**src/rtl/cla_nibble_serial_adder_pkg.sv**
```systemverilog
// cla_nibble_serial_adder_pkg: shared FSM states, nibble width and index-width helper
package cla_nibble_serial_adder_pkg;
    typedef enum logic [1:0] {IDLE, ADD, DONE} state_t;
    localparam int NIBBLE_W = 4;
    function automatic int idx_width(input int nibbles);
        return (nibbles > 1) ? $clog2(nibbles) : 1;
    endfunction
endpackage

```
**src/rtl/carry_look_ahead_adder.sv**
```systemverilog
// carry_look_ahead_adder: 4-bit adder with carries computed from generate/propagate terms
module carry_look_ahead_adder (
    input  logic [3:0] A,
    input  logic [3:0] B,
    input  logic       Cin,
    output logic [3:0] SUM,
    output logic       Cout
);
    logic [3:0] p, g;
    logic [4:0] c;
    assign p = A ^ B;
    assign g = A & B;
    assign c[0] = Cin;
    assign c[1] = g[0] | (p[0] & c[0]);
    assign c[2] = g[1] | (p[1] & g[0]) | (p[1] & p[0] & c[0]);
    assign c[3] = g[2] | (p[2] & g[1]) | (p[2] & p[1] & g[0]) | (p[2] & p[1] & p[0] & c[0]);
    assign c[4] = g[3] | (p[3] & g[2]) | (p[3] & p[2] & g[1]) | (p[3] & p[2] & p[1] & g[0])
                | (p[3] & p[2] & p[1] & p[0] & c[0]);
    assign SUM  = p ^ c[3:0];
    assign Cout = c[4];
endmodule

```
**src/rtl/cla_nibble_serial_adder.sv**
```systemverilog
// cla_nibble_serial_adder: WIDTH-bit add computed one nibble per clock through a single 4-bit CLA
module cla_nibble_serial_adder
    import cla_nibble_serial_adder_pkg::*;
#(
    parameter int WIDTH = 16
) (
    input  logic             clk,
    input  logic             rst,
    input  logic             start,
    input  logic [WIDTH-1:0] a,
    input  logic [WIDTH-1:0] b,
    input  logic             cin,
    output logic             busy,
    output logic             done,
    output logic [WIDTH-1:0] sum,
    output logic             cout,
    output logic             overflow
);
    localparam int NIBBLES = WIDTH / NIBBLE_W;
    localparam int IW = idx_width(NIBBLES);
    localparam logic [IW-1:0] LAST = IW'(NIBBLES - 1);

    state_t state, state_nx;
    logic [IW-1:0] idx;
    logic [WIDTH-1:0] a_reg, b_reg;
    logic carry_reg, nib_cout, accept, last;
    logic [NIBBLE_W-1:0] nib_sum;

    assign accept = start && (state != ADD);
    assign last   = (idx == LAST);
    assign busy   = (state == ADD);
    assign done   = (state == DONE);

    carry_look_ahead_adder u_cla (
        .A    (a_reg[NIBBLE_W*idx +: NIBBLE_W]),
        .B    (b_reg[NIBBLE_W*idx +: NIBBLE_W]),
        .Cin  (carry_reg),
        .SUM  (nib_sum),
        .Cout (nib_cout)
    );

    always_ff @(posedge clk or posedge rst)
        if (rst) state <= IDLE;
        else     state <= state_nx;

    always_comb begin
        state_nx = accept ? ADD : (state == ADD) ? (last ? DONE : ADD) : IDLE;
    end

    always_ff @(posedge clk or posedge rst) begin
        if (rst) begin
            idx       <= '0;
            carry_reg <= 1'b0;
            a_reg     <= '0;
            b_reg     <= '0;
            sum       <= '0;
            cout      <= 1'b0;
            overflow  <= 1'b0;
        end else if (accept) begin
            idx       <= '0;
            carry_reg <= cin;
            a_reg     <= a;
            b_reg     <= b;
            sum       <= '0;
            cout      <= 1'b0;
            overflow  <= 1'b0;
        end else if (state == ADD) begin
            sum[NIBBLE_W*idx +: NIBBLE_W] <= nib_sum;
            carry_reg <= nib_cout;
            idx       <= last ? '0 : idx + 1'b1;
            // the top nibble's sum bit is the result sign bit
            if (last) begin
                cout     <= nib_cout;
                overflow <= (a_reg[WIDTH-1] == b_reg[WIDTH-1]) && (nib_sum[NIBBLE_W-1] != a_reg[WIDTH-1]);
            end
        end
    end
endmodule

```
**config.mk**
```make
export PLATFORM = sky130hd
export DESIGN_NAME = cla_nibble_serial_adder
export DESIGN_NICKNAME = d
export VERILOG_FILES = /design/src/rtl/cla_nibble_serial_adder_pkg.sv /design/src/rtl/carry_look_ahead_adder.sv /design/src/rtl/cla_nibble_serial_adder.sv
export SDC_FILE = /design/constraint.sdc
export NUM_CORES = 1
export LEC_CHECK = 0
export ABC_AREA = 1
export BUFFER_PORTS_ARGS = -buffer_cell sky130_fd_sc_hd__buf_2
export CAP_MARGIN = 20
export CORE_ASPECT_RATIO = 1.25
export CORE_MARGIN = 1
export CORE_UTILIZATION = 50
export CTS_CLUSTER_SIZE = 28
export DETAILED_ROUTE_END_ITERATION = 10
export PLACE_DENSITY = 0.81
export SLEW_MARGIN = 20
export SYNTH_ARGS = -nofsm -noshare
export SYNTH_HDL_FRONTEND = slang
export SYNTH_SLANG_ARGS = --single-unit
```
**constraint.sdc**
```tcl
create_clock -name clk -period 2.4 [get_ports clk]
set_input_delay 0.12 -clock clk [delete_from_list [all_inputs] [get_ports clk]]
set_output_delay 0.12 -clock clk [all_outputs]
set_load 0.005 [all_outputs]
```
==> metrics.log <==
[metrics] root cell of the clock tree: sky130_fd_sc_hd__clkbuf_8
[metrics] Max clock buf depth: 2
[metrics] fraction of final layout cells with drive strength greater than 1: 21.2%
[metrics] static leakage: 1.79 nW
[metrics] number of global-route vias before repair: 2219
[metrics] number of rows in the core area: 29
[metrics] share of the synthesized area in the top cell type: 52.2%
[metrics] Num CTS Buffers: 5
[metrics] cells on worst reg2reg path: 8
[metrics] core area: 5080 um2
[metrics] Critical Path Start Type: register
[metrics] initial antenna violation count: 0
[metrics] run status: complete, but fails checks
[metrics] number of nets produced by synthesis: 370
[metrics] Die Span X: 66.9 um
[metrics] dominant delay contributor by cell family on the critical path: compound AO/OA/AOI/OAI gates
[metrics] critical path capture point type: register
[metrics] switching part of the total: 45.5%
[metrics] failing checks: negative hold slack
[metrics] setup TNS after final layout: 0 ns
[metrics] GRT Residual Overflow: 0
[metrics] global placement routability congestion: 0.875
[metrics] area growth from synthesis to final layout: 22.1%
[metrics] die area: 5570 um2
[metrics] Tmin final: 2.13 ns
[metrics] total buffers and inverters traversed by the critical path: 2
[metrics] # IOs: 56
[metrics] clock tree from TritonCTS: yes
[metrics] number of DRC markers after the initial detailed-route iteration: 170
[metrics] die height: 83.2 um
[metrics] overall fraction of global-route tracks in use: 22.6%
[metrics] Worst Path Required: 2.61 ns
[metrics] clock sink total: 55
[metrics] number of standard cells after synthesis: 324
[metrics] TritonRoute pass-1 iters: 4
[metrics] clock latency reported for the late side of the worst-skew pair: 0.31 ns
[metrics] syn_area_per_cell: 8.13 um2
[metrics] post-route fraction of the period consumed by the critical path: 88.9%
[metrics] pwr dens: 1450 nW/um2
[metrics] combinational power share: 53.7%
[metrics] worst-margin pin slew: 0.693 ns
[metrics] Synthesis Warnings: 0
[metrics] number of I/O port buffers: 55
[metrics] Setup crit start: idx[0]
[metrics] power share of the sequential group: 34.4%
[metrics] number of vias per cell after detailed routing: 5.05
[metrics] Antenna Cells: 0
[metrics] largest net degree at the start of global routing: 56
[metrics] Hold Vio Cnt, Final: 21
[metrics] reg2reg end: sum[9]
[metrics] final core utilization: 63.3%
[metrics] post-DP HPWL: 4020 um
[metrics] startpoint-to-endpoint class of the critical path: reg -> reg
[metrics] via count of the routed design: 2314
[metrics] Max Cap Violations: 0
[metrics] beginning of the worst register-to-register path: idx[0]
[metrics] Worst IR Drop VDD: 782 uV
[metrics] top cells by area in the synthesized netlist: sky130_fd_sc_hd__dfrtp_1, sky130_fd_sc_hd__nand2_1, sky130_fd_sc_hd__o21ai_0
[metrics] fraction of the yosys area taken by sequential cells: 52.2%
[metrics] net count reported at finish: 441
[metrics] RSZ-0062 raised after global routing: false
[metrics] fmax: 0.469 GHz
[metrics] ordered list of cells on the worst path: clkinvlp_4 > buf_4 > o21ai_0 > o22ai_1 > fa_1 > xnor2_1 > nor2_1 > a22o_1
[metrics] minimum setup slack among reg-to-reg paths: 0.27 ns
[metrics] worst hold margin: -0.0137 ns
[metrics] cell-internal power: 0.00255 W
[metrics] number of setup violations in the final report: 0
[metrics] Final Max Tran Viols: 0
[metrics] wire length reported by the detailed router: 5660 um
[metrics] final instance area: 3220 um2
[metrics] worst-path cell with the longest stage delay: sky130_fd_sc_hd__dfrtp_2
[metrics] Starting Density: 51.9%
[metrics] arrival time of data at the critical path endpoint: 2.34 ns
[metrics] largest fanout of any net on the critical path: 7
[metrics] type of the most critical hold path: in -> async
[metrics] Clock Skew: 0.00463 ns
[metrics] library cell with the largest summed area after synthesis: sky130_fd_sc_hd__dfrtp_1
[metrics] global-route wire length before repair: 9740 um
[metrics] capturing instance or port of the critical path: sum[9]
[metrics] number of enable flip-flop cells after synthesis: 0
[metrics] leading cell type in the layout, fill and taps excluded: sky130_fd_sc_hd__nand2_1
[metrics] prevailing post-synth register cell: sky130_fd_sc_hd__dfrtp_1
[metrics] headroom to the max-slew limit: 53.8%
[metrics] clock transition at the registers of the reported paths: 0.09 ns
[metrics] post-synthesis cell type count: 25
[metrics] async set-reset flop share out of synthesis: 100%
[metrics] Psw: 0.00213 W
[metrics] instance area at placement: 2960 um2
[metrics] clock group share of total power: 11.9%
[metrics] critical path depth: 8
[metrics] level count of the clock H-tree: 2
[metrics] commonest cells after routing, fill and taps aside: sky130_fd_sc_hd__nand2_1, sky130_fd_sc_hd__buf_2, sky130_fd_sc_hd__dfrtp_1
[metrics] synthesized flop and latch total: 55
[metrics] remaining design rule violation count: 0
[metrics] maximum single-stage delay on the critical path: 0.44 ns
[metrics] post-layout total power: 0.00467 W
[metrics] DR WL/cell: 12.4 um
[metrics] Detail Route Antenna Nets: 0
[metrics] Post-Synthesis Cell Area: 2640 um2
Yosys cell counts, types with 4 or more instances:
| cell | number |
|---|---|
| sky130_fd_sc_hd__o21ai_0 | 24 |
| sky130_fd_sc_hd__nand3_1 | 11 |
| sky130_fd_sc_hd__dfrtp_1 | 55 |
| sky130_fd_sc_hd__buf_2 | 7 |
| sky130_fd_sc_hd__nand2_2 | 5 |
| sky130_fd_sc_hd__nor2_1 | 24 |
| sky130_fd_sc_hd__nand2_1 | 135 |
| sky130_fd_sc_hd__ha_1 | 9 |
| sky130_fd_sc_hd__inv_1 | 22 |
| sky130_fd_sc_hd__nand4_1 | 4 |
| sky130_fd_sc_hd__o22ai_1 | 8 |
routing by layer:
metal | vias up | share of wire [%] | track usage [%]
met5 | - | 0 | 0
met4 | 0 | 1.3 | 7.74
met3 | 8 | 5.0 | 3.30
met2 | 78 | 51 | 38.0
met1 | 1055 | 43 | 29.0
li1 | 1173 | - | -
timing repair:
action | 4_1_cts | 5_1_grt
buffers inserted | 0 | 3
endpoints found under the setup margin | 0 | 13
endpoints found under the hold margin | 12 | 0
hold buffers | 12 | 0
resized for setup | 0 | 7
through the flow:
step	worst slack (ns)	std cells
after floorplan	0.453	324
after global placement	0.240	434
after detailed placement	0.165	434
after CTS	0.123	454
after global routing	0.0104	458
final	0.266	458
layout make-up:
cell class | count | area, um2
Timing Repair Buffer | 74 | 452
Multi-Input combinational cell | 234 | 1100
Clock buffer | 8 | 100
Sequential cell | 55 | 1380
Inverter | 24 | 96.3
Fill cell | 466 | 1860
Timing Repair inverter | 1 | 7.51
Tap cell | 62 | 77.6
tightest hold or removal path: stages:
cell                    delay (ns)
sky130_fd_sc_hd__buf_2        0.10
sky130_fd_sc_hd__inv_2        0.03
sky130_fd_sc_hd__buf_4        0.54
cells by family after synthesis:
logic type / synth area share [%]
buffers and inverters: 5.84
AOI/OAI and AO/OA: 8.93
xor gates and xnor gates: 0.665
and+or+nand+nor: 27.3
DFF: 52.2
adders and majority gates: 5.03
worst min-delay path by stage:
stage	slack (ns)	start	cells past startpoint	endpoint
final	-0.01	rst	3	cout
after global routing	0.003	b[7]	3	b_reg[7]
after CTS	0.001	b[8]	3	b_reg[8]
after detailed placement	0.32	b[2]	3	b_reg[2]
after global placement	0.31	a[14]	3	a_reg[14]
after floorplan	0.23	a[0]	2	a_reg[0]
power by group through the flow:
stage	Sequential [W]	Clock, W	Combinational (W)
floorplan	0.00154	0	0.00188
global placement	0.00159	0	0.00238
detailed placement	0.00161	0	0.00243
CTS	0.00159	0.000564	0.00247
global route	0.00165	0.000594	0.00292
finish	0.00161	0.000554	0.00251
Note: power is estimated with default switching activity, not from simulation.
